===== src/rtl/reg_bus_arbiter_pkg.sv =====
// Register-bus types, the peripheral address map and the arbiter state encoding
// shared by reg_bus_arbiter and its round-robin picker.
package reg_bus_arbiter_pkg;

   typedef struct packed {
      logic [31:0] addr;
      logic        write;
      logic [31:0] wdata;
      logic [3:0]  wstrb;
      logic        valid;
   } reg_req_t;

   typedef struct packed {
      logic [31:0] rdata;
      logic        error;
      logic        ready;
   } reg_rsp_t;

   typedef struct packed {
      logic [31:0] idx;
      logic [31:0] start_addr;
      logic [31:0] end_addr;
   } rule_t;

   localparam int unsigned totalRegSlaves      = 5;
   localparam int unsigned RegArbTimeoutCycles = 256;

   // end_addr is exclusive; UART and GPIO are deliberately adjacent.
   localparam rule_t RegMap [totalRegSlaves] = '{
      '{idx: 32'd0, start_addr: 32'h0001_0000, end_addr: 32'h0001_1000},  // FLL
      '{idx: 32'd1, start_addr: 32'h0002_0000, end_addr: 32'h0002_1000},  // SOC_CTRL
      '{idx: 32'd2, start_addr: 32'h0004_0000, end_addr: 32'h0004_1000},  // EVENT
      '{idx: 32'd3, start_addr: 32'h0005_0000, end_addr: 32'h0005_1000},  // UART
      '{idx: 32'd4, start_addr: 32'h0005_1000, end_addr: 32'h0005_2000}   // GPIO
   };

   typedef enum logic [1:0] {
      IDLE    = 2'd0,
      FWD     = 2'd1,
      ERR_RSP = 2'd2
   } reg_arb_state_e;

   localparam logic [1:0] ST_IDLE    = IDLE;
   localparam logic [1:0] ST_FWD     = FWD;
   localparam logic [1:0] ST_ERR_RSP = ERR_RSP;

   localparam reg_rsp_t ErrRsp = '{rdata: 32'h0, error: 1'b1, ready: 1'b1};

   function automatic logic addr_in_rule(input logic [31:0] addr, input rule_t rule);
      return (addr >= rule.start_addr) && (addr < rule.end_addr);
   endfunction

endpackage


===== src/rtl/reg_bus_arbiter_rr_pick.sv =====
// Rotate-priority picker: first asserted valid at or after rr_ptr, wrapping modulo NumReq.
module reg_arb_rr_pick #(
   parameter int unsigned NumReq = 2,
   parameter int unsigned IdxW   = (NumReq > 1) ? $clog2(NumReq) : 1
) (
   input  logic [NumReq-1:0] valid,
   input  logic [IdxW-1:0]   rr_ptr,
   output logic [IdxW-1:0]   gnt,
   output logic              any_valid
);

   localparam int unsigned SumW = IdxW + 1;

   logic [SumW-1:0] sum;
   logic [IdxW-1:0] idx;

   // rr_ptr and the offset are both below NumReq, so one conditional subtract wraps.
   always_comb begin
      gnt       = '0;
      any_valid = 1'b0;
      sum       = '0;
      idx       = '0;
      for (int off = 0; off < NumReq; off++) begin
         sum = {1'b0, rr_ptr} + SumW'(off);
         if (sum >= SumW'(NumReq)) begin
            sum = sum - SumW'(NumReq);
         end
         idx = sum[IdxW-1:0];
         if (!any_valid && valid[idx]) begin
            any_valid = 1'b1;
            gnt       = idx;
         end
      end
   end

endmodule


===== src/rtl/reg_bus_arbiter.sv =====
// Round-robin arbiter sharing the peripheral register bus between NumReq requesters,
// with local error answers for unmapped addresses. Optional abort on a stuck peripheral: REG_ARB_TIMEOUT_EN.
module reg_bus_arbiter
   import reg_bus_arbiter_pkg::*;
#(
   parameter int unsigned NumReq        = 2,
   parameter int unsigned NumRules      = totalRegSlaves,
   parameter rule_t       AddrMap [NumRules] = RegMap,
   parameter int unsigned TimeoutCycles = RegArbTimeoutCycles,
   localparam int unsigned IdxW         = (NumReq > 1) ? $clog2(NumReq) : 1
) (
   input  logic                  clk_i,
   input  logic                  rst_ni,
   input  reg_req_t [NumReq-1:0] slv_req_i,
   output reg_rsp_t [NumReq-1:0] slv_rsp_o,
   output reg_req_t              mst_req_o,
   input  reg_rsp_t              mst_rsp_i,
   output logic                  busy_o,
   output logic [IdxW-1:0]       gnt_idx_o,
   output logic                  decode_err_o,
   output logic                  timeout_o
);

   logic [1:0]        state_q, state_d;
   logic [IdxW-1:0]   gnt_q, gnt_d;
   logic [IdxW-1:0]   rr_ptr_q, rr_ptr_d;
   logic [IdxW-1:0]   pick_idx, gnt_next;
   logic [NumReq-1:0] valid_vec;
   logic              any_valid;
   logic              addr_hit;
   logic              tmo_hit;
   reg_req_t          gnt_req;

   always_comb begin
      valid_vec = '0;
      for (int i = 0; i < NumReq; i++) begin
         valid_vec[i] = slv_req_i[i].valid;
      end
   end

   reg_arb_rr_pick #(
      .NumReq (NumReq),
      .IdxW   (IdxW)
   ) u_rr_pick (
      .valid     (valid_vec),
      .rr_ptr    (rr_ptr_q),
      .gnt       (pick_idx),
      .any_valid (any_valid)
   );

   // Decode the candidate being granted this cycle so the FSM can branch straight to FWD or ERR_RSP.
   always_comb begin
      addr_hit = 1'b0;
      for (int r = 0; r < NumRules; r++) begin
         if (addr_in_rule(slv_req_i[pick_idx].addr, AddrMap[r])) begin
            addr_hit = 1'b1;
         end
      end
   end

   assign gnt_req  = slv_req_i[gnt_q];
   assign gnt_next = (32'(gnt_q) == NumReq - 1) ? '0 : gnt_q + IdxW'(1);

`ifdef REG_ARB_TIMEOUT_EN
   localparam int unsigned CntW = $clog2(TimeoutCycles + 1);

   logic [CntW-1:0] tmo_cnt_q;

   // A ready in the limit cycle wins, so the abort only fires when ready is still low.
   assign tmo_hit = (state_q == ST_FWD) && gnt_req.valid && !mst_rsp_i.ready &&
                    (tmo_cnt_q == CntW'(TimeoutCycles - 1));

   always_ff @(posedge clk_i or negedge rst_ni) begin
      if (!rst_ni) begin
         tmo_cnt_q <= '0;
      end else if (state_q != ST_FWD) begin
         tmo_cnt_q <= '0;
      end else if (!mst_rsp_i.ready) begin
         tmo_cnt_q <= tmo_cnt_q + CntW'(1);
      end
   end
`else
   assign tmo_hit = 1'b0;
`endif

   always_comb begin
      state_d      = state_q;
      gnt_d        = gnt_q;
      rr_ptr_d     = rr_ptr_q;
      mst_req_o    = '0;
      slv_rsp_o    = '0;
      decode_err_o = 1'b0;
      case (state_q)
         ST_IDLE: begin
            if (any_valid) begin
               gnt_d   = pick_idx;
               state_d = addr_hit ? ST_FWD : ST_ERR_RSP;
            end
         end
         ST_FWD: begin
            mst_req_o = gnt_req;
            if (tmo_hit) begin
               mst_req_o.valid = 1'b0;
            end
            // A withdrawn request is dropped silently but still consumes its round-robin turn.
            if (!gnt_req.valid) begin
               state_d  = ST_IDLE;
               rr_ptr_d = gnt_next;
            end else if (mst_rsp_i.ready) begin
               slv_rsp_o[gnt_q] = mst_rsp_i;
               state_d          = ST_IDLE;
               rr_ptr_d         = gnt_next;
            end else if (tmo_hit) begin
               slv_rsp_o[gnt_q] = ErrRsp;
               state_d          = ST_IDLE;
               rr_ptr_d         = gnt_next;
            end
         end
         ST_ERR_RSP: begin
            slv_rsp_o[gnt_q] = ErrRsp;
            decode_err_o     = 1'b1;
            state_d          = ST_IDLE;
            rr_ptr_d         = gnt_next;
         end
         default: begin
            state_d = ST_IDLE;
         end
      endcase
   end

   always_ff @(posedge clk_i or negedge rst_ni) begin
      if (!rst_ni) begin
         state_q  <= ST_IDLE;
         gnt_q    <= '0;
         rr_ptr_q <= '0;
      end else begin
         state_q  <= state_d;
         gnt_q    <= gnt_d;
         rr_ptr_q <= rr_ptr_d;
      end
   end

   assign busy_o    = (state_q != ST_IDLE);
   assign gnt_idx_o = (state_q == ST_IDLE) ? '0 : gnt_q;
   assign timeout_o = tmo_hit;

   // Requesters must hold valid until ready; a drop mid-transfer is a protocol violation.
   assert property (@(posedge clk_i) disable iff (!rst_ni)
      (state_q == ST_FWD) |-> gnt_req.valid);

   assert property (@(posedge clk_i) disable iff (!rst_ni)
      (NumReq >= 1) && (TimeoutCycles >= 2));

endmodule


===== config.mk =====
export PLATFORM = sky130hd
export DESIGN_NAME = reg_bus_arbiter
export DESIGN_NICKNAME = d
export VERILOG_FILES = /design/src/rtl/reg_bus_arbiter_pkg.sv /design/src/rtl/reg_bus_arbiter_rr_pick.sv /design/src/rtl/reg_bus_arbiter.sv
export SDC_FILE = /design/constraint.sdc
export NUM_CORES = 1
export LEC_CHECK = 0
export BUFFER_PORTS_ARGS = -buffer_cell sky130_fd_sc_hd__buf_2
export CAP_MARGIN = 25
export CORE_AREA = 5 5 120 122
export DETAILED_ROUTE_END_ITERATION = 6
export DIE_AREA = 0 0 125 127
export PLACE_DENSITY_LB_ADDON = 0.3
export SLEW_MARGIN = 20
export SYNTH_ARGS = -nofsm -noshare
export SYNTH_HDL_FRONTEND = slang
export SYNTH_SLANG_ARGS = --single-unit

===== constraint.sdc =====
create_clock -name clk_i -period 1.94 [get_ports clk_i]
set_clock_uncertainty 0.05 [all_clocks]
set_input_delay 0.388 -clock clk_i [delete_from_list [all_inputs] [get_ports clk_i]]
set_output_delay 0.388 -clock clk_i [all_outputs]
set_load 0.02 [all_outputs]

==> results of run 1 <==
worst max-delay path, stage by stage (launching register included):
cell and delay, ps:
dfrtp_1 390, buf_6 130, ha_4 170, buf_6 130
inv_12 90, buf_12 130, buf_16 140, nor2_2 50
buf_6 130
flip-flops by register name (all words and copies together) (netlist names):
name,count
state_q,2
gnt_q,1
rr_ptr_q,1
path summary, 6_finish.rpt:
check	slack, ps	cells past startpoint	start	end
max	-90	8	state_q[0]	mst_req_o[40]
min	480	2	rst_ni	gnt_q
max reg2reg	90	6	gnt_q	state_q[1]
min reg2reg	490	2	rr_ptr_q	rr_ptr_q
max in group asynchronous	1220	2	rst_ni	gnt_q
min in group clk_i	490	2	rr_ptr_q	rr_ptr_q
kinds of logic (layout without fill, tap and decap cells):
logic type / after synthesis / in the layout / share of synthesized area, %
AND/OR/NAND/NOR: 190 / 190 / 42.74
multiplexers: 70 / 70 / 35.67
buffers and inverters: 34 / 367 / 7.261
AO/OA/AOI/OAI: 19 / 19 / 6.624
adder cells (fa/ha/maj): 4 / 4 / 2.421
flip-flops: 4 / 4 / 5.096
other: 1 / 1 / 0.1909
Yosys cell counts, types with 3 or more instances:
| cell type | number |
|---|---|
| nor2_1 | 122 |
| mux2i_1 | 70 |
| nand2_1 | 25 |
| and2_1 | 18 |
| clkbuf_1 | 15 |
| buf_2 | 9 |
| inv_1 | 8 |
| o21ai_0 | 7 |
| dfrtp_1 | 4 |
| nor3_1 | 4 |
| nor4_1 | 4 |
| ha_1 | 3 |
metal layers:
layer | track usage [%] | vias up
li1 | - | 1736
met1 | 15.27 | 1628
met2 | 28.41 | 212
met3 | 2.838 | 20
met4 | 2.615 | 0
met5 | 0 | -
stage by stage:
step | hold slack [ps] | setup TNS [ps] | total power, mW | std cells
floorplan | 42.41 | -2567 | 1.456 | 322
global placement | 152.2 | -869.1 | 2.074 | 810
detailed placement | 152.7 | -1012 | 2.069 | 810
CTS | 477.2 | -6348 | 2.556 | 826
global route | 501.2 | -13140 | 3.176 | 831
finish | 477.9 | -4201 | 2.978 | 831
layout make-up:
| type | count | area [sq um] | share of cell area [%] |
|---|---|---|---|
| Multi-Input combinational cell | 284 | 2192 | 41.13 |
| Clock buffer | 4 | 78.83 | 1.479 |
| Tap cell | 176 | 220.2 | 4.131 |
| Sequential cell | 4 | 103.9 | 1.948 |
| Inverter | 9 | 46.29 | 0.8685 |
| Timing Repair Buffer | 354 | 2689 | 50.45 |
power groups by stage:
stage,combinational (mW),sequential [mW],clock (mW)
2_1_floorplan,1.33,0.131,0
3_3_place_gp,1.92,0.158,0
3_5_place_dp,1.91,0.159,0
4_1_cts,2.05,0.160,0.342
5_1_grt,2.65,0.176,0.352
6_report,2.47,0.170,0.338
timing repair:
action | in CTS | in global routing
pin swaps | 2 | 19
setup buffers | 6 | 5
hold endpoints to repair | 4 | 0
setup endpoints to repair | 137 | 138
gates resized for setup | 132 | 220
cloned | 5 | 2
hold buffers | 1 | 0
==> flow_metrics.py, run 1 <==
metrics = {
    "placed_design": {
        "dpl_cell_area_sq_mm": 0.003896,
        "dp_slack_ps": -128.4,
        "gp_congestion": 0.8573,
        "port_buffers": 316,
        "dpl.hpwl_um": 10150,
    },
    "floorplan": {
        "io_pins": 318,
        "core_area_sq_mm": 0.01309,
        "die_w_um": 125,
        "initial_core_util_pct": 15.01,
        "die_h_um": 127,
        "fp-row-count": 42,
        "dieArea_sq_mm": 0.01588,
    },
    "logic_synthesis": {
        "postSynth.asyncResetShare_pct": 100.0,
        "postSynthAreaPerCell_sq_um": 6.101,
        "yosysWarningCount": 0,
        "syn_nets": 501,
        "ys_seq_area_share_pct": 5.096,
        "yosys.area.top_type": "mux2i_1",
        "synthTopCellsByArea": "mux2i_1, nor2_1, and2_1",
        "yosysUniqueCellTypes": 39,
        "ys.flop_type": "dfrtp_1",
        "yosysTopAreaCellShare_pct": 35.67,
        "synth.cell_area_sq_mm": 0.001964,
        "yosys_register_bits": 4,
        "synth_edf_count": 0,
        "synth_cells": 322,
    },
    "layout": {
        "final_cell_area_sq_mm": 0.005330,
        "area_growth_pct": 171.3,
        "fin_util_pct": 40.73,
        "layout.nets": 835,
        "n_antenna_cell": 0,
        "final_cell_mix": "buf_2, buf_6, mux2i_1",
        "final.fill_count": 1331,
        "drive_gt1_share_pct": 70.38,
        "mostFrequentLayoutCell": "buf_2",
    },
    "global_route": {
        "grt_pass1_vias": 3638,
        "grt_pass1_wl_um": 18490,
        "overflow": 0,
        "grt_start_max_net_pins": 28,
        "grt_antenna_before_repair": 0,
        "track_usage_pct": 14.13,
    },
    "pwr": {
        "pwr-share-seq_pct": 5.7,
        "ir_drop_v": 0.0003027,
        "sw_frac_of_total_pct": 46.77,
        "power.density_mw_per_mm2": 558.8,
        "internal_power_mw": 1.585,
        "p_switching_mw": 1.393,
        "combPwrFrac_pct": 82.9,
        "pwr-share-clk_pct": 11.4,
        "p_leak_nw": 2.715,
    },
    "clocking": {
        "clk_path_buf_depth": 2,
        "clock-sinks": 4,
        "numCtsBuffers": 3,
        "cts_max_level": 1,
        "clk_pin_slew_ps": 30,
        "worstSkewPairLatency_ps": 230,
        "root_buffer": "clkbuf_16",
        "cts_tree": "built",
    },
    "routing": {
        "wl_per_cell_um": 16.35,
        "m1WireLength_um": 5044,
        "drt_iter0_drc": 79,
        "wl_met3_um": 1073,
        "drt_pass1_iterations": 4,
        "drc": 0,
        "drt_wl_total_um": 13590,
        "highest_layer": "met4",
        "drtAntennaViolNets": 0,
        "route.met2.wl_um": 7201,
        "vias_per_cell": 4.327,
        "vias": 3596,
    },
    "setup_path": {
        "critPathKind": "reg2out",
        "critPathCaptureType": "primary output",
        "critPathMaxFanout": 7,
        "worstPathArrival_ps": 1600,
        "start_kind": "register",
        "cp.required_ps": 1500,
    },
    "sta": {
        "hold_viol": 0,
        "setup_viol": 118,
        "fin_crit_sh_pct": 104.8,
        "rsz0062_at_grt": "true",
        "fmaxAchievable_mhz": 491.6,
        "tightest_slew_ps": 513.7,
        "finalCriticalPeriod_ps": 2034,
        "drv_slew": 0,
        "final.setup.worst_slack_ps": -93.99,
        "relSlewSlack_pct": 65.44,
    },
    "min_path": {
        "min_path_type": "in2async",
    },
    "run_status": {
        "outcome": "complete, but fails checks",
        "violations": "negative setup slack",
    },
    "flow_run": {
        "max_cap_violations": 0,
    },
}
Power figures use the tool's default switching activity.
==> run 2: changes to the inputs <==
BUFFER_PORTS_ARGS = -buffer_cell sky130_fd_sc_hd__buf_4   (was -buffer_cell sky130_fd_sc_hd__buf_2)
==> run 2 against run 1 <==
Effect of this change: the run still ends with negative setup slack left; wire length grew 4.7%; final cell count shrank 0.36%; global-route usage grew 1.4 points; clock-buffer cell count is the same; utilization grew 3.3 points; non-clock buffer count shrank 3; final area grew 8.1%; sequential power shrank 4%; first-iteration DRC count grew 5.1%; critical path type unchanged; critical endpoint is now slv_rsp_o[0]; largest cell class unchanged.
==> flow_metrics.py, run 2 (synthesized netlist as in run 1, its figures left out) <==
metrics = {
    "run_status": {
        "outcome": "complete, but fails checks",
        "violations": "negative setup slack",
    },
    "global_route": {
        "grt_pass1_wl_um": 20470,
        "grt_pass1_vias": 3921,
        "grt_start_max_net_pins": 31,
        "grt_antenna_before_repair": 0,
        "overflow": 0,
        "track_usage_pct": 15.54,
    },
    "placed_design": {
        "port_buffers": 316,
        "dpl.hpwl_um": 10860,
        "dp.cells": 807,
        "gp_congestion": 0.8710,
        "dpl_cell_area_sq_mm": 0.004664,
        "dp_slack_ps": -261.3,
    },
    "layout": {
        "n_antenna_cell": 0,
        "area_growth_pct": 193.3,
        "final.fill_count": 1243,
        "reg.largest.list": "state_q: 2 flops, gnt_q: 1 flops, rr_ptr_q: 1 flops",
        "largest_reg_flops": 2,
        "drive_gt1_share_pct": 67.79,
        "mostFrequentLayoutCell": "buf_4",
        "final_cell_area_sq_mm": 0.005762,
        "final_cell_mix": "buf_4, nor2_1, buf_6",
        "final_cells": 828,
        "fin_util_pct": 44.03,
        "layout.nets": 832,
        "regMostFlops": "state_q",
    },
    "clocking": {
        "numCtsBuffers": 3,
        "cts_tree": "built",
        "worstSkewPairLatency_ps": 230,
        "clock-sinks": 4,
        "root_buffer": "clkbuf_16",
        "clk_path_buf_depth": 2,
        "clk_pin_slew_ps": 40,
        "cts_max_level": 1,
    },
    "floorplan": {
        "fp-row-count": 42,
        "io_pins": 318,
        "initial_core_util_pct": 15.01,
        "die_w_um": 125,
        "core_area_sq_mm": 0.01309,
        "die_h_um": 127,
        "dieArea_sq_mm": 0.01588,
    },
    "sta": {
        "fmaxAchievable_mhz": 468.1,
        "drv_slew": 0,
        "finalCriticalPeriod_ps": 2136,
        "fin_crit_sh_pct": 110.1,
        "rsz0062_at_grt": "true",
        "hold_viol": 0,
        "final.setup.worst_slack_ps": -196.3,
        "setup_viol": 135,
    },
    "pwr": {
        "pwr-share-seq_pct": 5.5,
        "sw_frac_of_total_pct": 45.56,
        "power.density_mw_per_mm2": 519.3,
        "internal_power_mw": 1.629,
        "combPwrFrac_pct": 83.2,
        "p_total_mw": 2.992,
        "p_switching_mw": 1.363,
        "p_leak_nw": 2.861,
        "pwr-share-clk_pct": 11.3,
        "ir_drop_v": 0.0004638,
    },
    "setup_path": {
        "start_kind": "register",
        "cp_num_buf_inv": 5,
        "critPathCaptureType": "primary output",
        "cp_top_family": "buffers and inverters",
        "path_cells": "inv_2, ha_4, buf_6, nand4b_1, buf_6, buf_12, a21boi_2, buf_4",
        "critPathMaxFanout": 7,
        "cp.required_ps": 1500,
        "worstPathArrival_ps": 1700,
        "crit_slowest_cell": "dfrtp_1",
        "cpMostUsedCell": "buf_6",
        "critPathKind": "reg2out",
        "max_stage_delay_ps": 380,
    },
    "routing": {
        "drt_iter0_drc": 83,
        "wl_per_cell_um": 17.19,
        "drtAntennaViolNets": 0,
        "vias_per_cell": 4.419,
        "vias": 3659,
        "drc": 0,
        "drt_pass1_iterations": 4,
        "drt_wl_total_um": 14240,
    },
    "min_path": {
        "min_path_type": "in2async",
    },
    "flow_run": {
        "max_cap_violations": 0,
    },
}
-- run 2: cell types whose count changed in the layout (fill, tap and decap cells not counted), moves of 4 or more --
cell	previous run	this run
nand2_2	2	9
nor2_1	56	73
buf_4	44	264
buf_2	205	0
and2_2	4	0
nand2_1	23	16
nor2_2	30	5
nor2_4	36	44
buf_6	89	70
-- run 2: path summary, 6_finish.rpt --
path	startpoint	end	slack (ps)	cells after the start
worst max-delay path	state_q[1]	slv_rsp_o[0]	-200	8
worst min-delay path	rst_ni	gnt_q	490	2
max in group asynchronous	rst_ni	gnt_q	1230	2
worst max register to register	state_q[0]	state_q[0]	140	7
worst min register to register	rr_ptr_q	rr_ptr_q	500	2
min in group clk_i	slv_req_i[70]	gnt_q	490	3
-- run 2: what timing repair did --
| action | 4_1_cts | 5_1_grt |
|---|---|---|
| pin swaps | 26 | 18 |
| gates resized for setup | 142 | 84 |
| buffers inserted | 8 | 1 |
| gates cloned | 6 | 1 |
| hold buffers | 1 | 0 |
| hold endpoints to repair | 4 | 0 |
| setup endpoints to repair | 138 | 137 |
-- run 2: layout make-up --
| type | instances | area (sq um) | share of cell area [%] |
|---|---|---|---|
| inverters | 9 | 38.79 | 0.6732 |
| flip-flops and latches | 4 | 103.9 | 1.802 |
| multi-input cells | 284 | 2190 | 38.00 |
| well taps | 176 | 220.2 | 3.822 |
| repair buffers | 351 | 3131 | 54.33 |
| clock buffers | 4 | 78.83 | 1.368 |
-- run 2: metrics by stage --
stage / hold WS, ps / setup TNS [ps]
after detailed placement: 138.7 / -4390
after floorplan: 42.41 / -2567
after global placement: 137.5 / -2398
after CTS: 476.1 / -13820
final: 488.4 / -13310
after global routing: 499.9 / -21800
-- run 2: power by group through the flow --
stage                     sequential (mW)  clock [mW]  combinational, mW
final                               0.163       0.339               2.49
after global routing                0.171       0.350               2.67
after CTS                           0.164       0.342               2.37
after detailed placement            0.167           0               2.03
after global placement              0.162           0               2.00
after floorplan                     0.131           0               1.33
-- run 2: metal layers --
layer / vias up / wire [um] / track usage (%)
li1: 1740 / - / -
met3: 18 / 1252 / 3.506
met4: 0 / 292 / 3.571
met2: 216 / 7761 / 32.33
met1: 1685 / 4928 / 15.42
met5: - / 0 / 0
==> run 3: changes to the inputs <==
ABC_AREA = 1   (was default)
CORE_AREA = 5 5 121 123   (was 5 5 120 122)
DIE_AREA = 0 0 126 128   (was 0 0 125 127)
==> run 3 against run 2 <==
Effect of this change: the flow still finishes with violations (negative setup slack); maximum frequency increased by 2.2%; final area is 9.6% higher; die area rose by 1.6%; total power fell by 21%; critical endpoint is now slv_rsp_o[65]; largest cell class unchanged.
==> flow_metrics.py, run 3 <==
metrics = {
    "flow_run": {
        "max_cap_violations": 0,
    },
    "global_route": {
        "grt_pass1_vias": 3726,
        "grt_antenna_before_repair": 0,
        "overflow": 0,
        "track_usage_pct": 15.80,
        "grt_start_max_net_pins": 71,
        "grt_pass1_wl_um": 20960,
    },
    "setup_path": {
        "critPathCaptureType": "primary output",
        "worstPathArrival_ps": 1650,
        "cp.required_ps": 1500,
        "start_kind": "register",
        "critPathLaunch": "state_q[0]",
        "critPathKind": "reg2out",
        "critPathMaxFanout": 18,
        "worstReg2RegStart": "state_q[0]",
        "reg2reg_setup_slack_ps": 410,
    },
    "logic_synthesis": {
        "yosysWarningCount": 0,
        "ys_seq_area_share_pct": 4.324,
        "yosys.area.top_type": "nor2_1",
        "yosysUniqueCellTypes": 24,
        "postSynthAreaPerCell_sq_um": 5.110,
        "synth_compound_area_share_pct": 21.03,
        "syn_nets": 632,
        "synth_cells": 453,
        "synthMuxAreaShare_pct": 0,
        "postSynth.asyncResetShare_pct": 100.0,
        "synthAdderAreaFrac_pct": 1.622,
        "synthTopCellsByCount": "nor2_1, o21ai_0, inv_1, nand2_1, nor3_2",
        "synth_most_common_cell": "nor2_1",
        "yosys_register_bits": 4,
        "synthTopCellsByArea": "nor2_1, nor3_2, o21ai_0",
        "synth.cell_area_sq_mm": 0.002315,
        "synthSimpleGateAreaFrac_pct": 54.59,
        "synth-xor-area-share_pct": 0,
        "synth_edf_count": 0,
        "yosysTopAreaCellShare_pct": 21.73,
        "synth_top_family_by_area": "simple AND/OR/NAND/NOR gates",
        "ys.flop_type": "dfrtp_1",
    },
    "layout": {
        "area_growth_pct": 172.8,
        "reg.largest.list": "state_q: 2 flops, gnt_q: 1 flops, rr_ptr_q: 1 flops",
        "final_cells": 971,
        "largest_reg_flops": 2,
        "final_cell_mix": "buf_4, nor2_1, inv_1",
        "drive_gt1_share_pct": 64.35,
        "mostFrequentLayoutCell": "buf_4",
        "layout.nets": 971,
        "regMostFlops": "state_q",
        "n_antenna_cell": 0,
    },
    "clocking": {
        "clk_pin_slew_ps": 30,
        "clk_path_buf_depth": 2,
        "numCtsBuffers": 3,
        "root_buffer": "clkbuf_16",
        "cts_tree": "built",
        "clock-sinks": 4,
        "worstSkewPairLatency_ps": 220,
        "cts_max_level": 1,
    },
    "sta": {
        "hold_viol": 0,
        "fin_crit_sh_pct": 107.7,
        "finalCriticalPeriod_ps": 2090,
        "final.setup.worst_slack_ps": -149.7,
        "rsz0062_at_grt": "true",
        "setup_viol": 125,
        "fmaxAchievable_mhz": 478.5,
        "drv_slew": 0,
        "setup_tns_ps": -7117,
    },
    "floorplan": {
        "core_area_sq_mm": 0.01356,
        "fp-row-count": 43,
        "dieArea_sq_mm": 0.01613,
        "initial_core_util_pct": 17.07,
        "die_h_um": 128,
        "io_pins": 318,
        "die_w_um": 126,
    },
    "routing": {
        "drtAntennaViolNets": 0,
        "wl_per_cell_um": 17.36,
        "drt_pass1_iterations": 4,
        "m1WireLength_um": 6858,
        "wl_met3_um": 922,
        "route.met2.wl_um": 8795,
        "highest_layer": "met4",
        "drt_wl_total_um": 16860,
        "vias": 4241,
        "drc": 0,
        "drt_iter0_drc": 191,
        "vias_per_cell": 4.368,
    },
    "pwr": {
        "pwr-share-seq_pct": 5.5,
        "ir_drop_v": 0.0006192,
        "combPwrFrac_pct": 80.5,
        "sw_frac_of_total_pct": 50.75,
        "p_switching_mw": 1.196,
        "pwr-share-clk_pct": 14.0,
        "power.density_mw_per_mm2": 373.1,
        "p_leak_nw": 3.163,
        "internal_power_mw": 1.160,
    },
    "placed_design": {
        "gp_congestion": 0.8827,
        "port_buffers": 316,
        "dp.cells": 935,
        "dpl.hpwl_um": 11530,
    },
    "min_path": {
        "min_path_type": "in2async",
    },
    "run_status": {
        "outcome": "complete, but fails checks",
        "violations": "negative setup slack",
    },
}
[run 3: changes by cell type in the layout (fill, tap and decap cells not counted), sizes merged, moves of 18 or more]
cell | before | now
nor3 | 5 | 63
o21ai | 8 | 75
and2 | 18 | 0
nand2 | 25 | 44
inv | 9 | 64
mux2i | 70 | 0
[run 3: layout make-up]
type / count / area, sq um
Clock buffer: 4 / 78.83
Fill cell: 1415 / 7243
Inverter: 62 / 257.7
Multi-Input combinational cell: 352 / 2361
Sequential cell: 4 / 101.3
Tap cell: 180 / 225.2
Timing Repair Buffer: 367 / 3263
Timing Repair inverter: 2 / 27.53
[run 3: logic make-up (layout without fill, tap and decap cells)]
group	after synthesis	after routing
buffers and inverters	97	435
AOI/OAI and AO/OA	94	94
other	1	1
and+or+nand+nor	254	254
adders and majority gates	3	3
DFF	4	4
[run 3: metal layers]
layer  GRT usage (%)  vias up
li1                -     2134
met4           2.587        0
met5               0        -
met1           20.09     1912
met3           2.542       24
met2           28.58      171
[run 3: stage by stage]
stage               area, sq um  power, mW  hold WS, ps  util, %  worst slack [ps]
floorplan                  2340     0.8306        42.41        -            -131.6
global route               6315      2.541        451.8    46.58            -220.7
finish                     6315      2.356        435.3    46.58            -149.7
detailed placement         4984      1.443        135.4    36.76            -23.18
global placement           4984      1.447        136.5    36.76            -3.819
CTS                        5421      1.948        439.6    39.99            -117.1
[run 3: timing repair]
item | CTS | global route
endpoints found under the hold margin | 4 | 0
gates resized for setup | 122 | 126
setup endpoints to repair | 137 | 137
cloned | 3 | 14
pin swaps | 6 | 28
buffers inserted | 5 | 9
hold buffers | 1 | 0
[run 3: power groups by stage]
stage / sequential [mW] / clock [mW] / combinational, mW
after floorplan: 0.116 / 0 / 0.715
after global placement: 0.131 / 0 / 1.32
after detailed placement: 0.131 / 0 / 1.31
after CTS: 0.127 / 0.337 / 1.48
after global routing: 0.132 / 0.348 / 2.06
final: 0.129 / 0.330 / 1.90
[run 3: path summary, 6_finish.rpt]
path / end / depth (start not counted)
setup / recovery: slv_rsp_o[65] / 6
hold / removal: rr_ptr_q / 2
setup reg to reg: rr_ptr_q / 6
hold reg to reg: rr_ptr_q / 2
max in group asynchronous: gnt_q / 2
min in group clk_i: rr_ptr_q / 2
[run 3: worst max-delay path, cell delays in order (launching register included)]
cell	delay, ps
dfrtp_1	380
inv_2	70
ha_4	330
inv_8	70
buf_16	180
nor3_2	220
buf_4	170
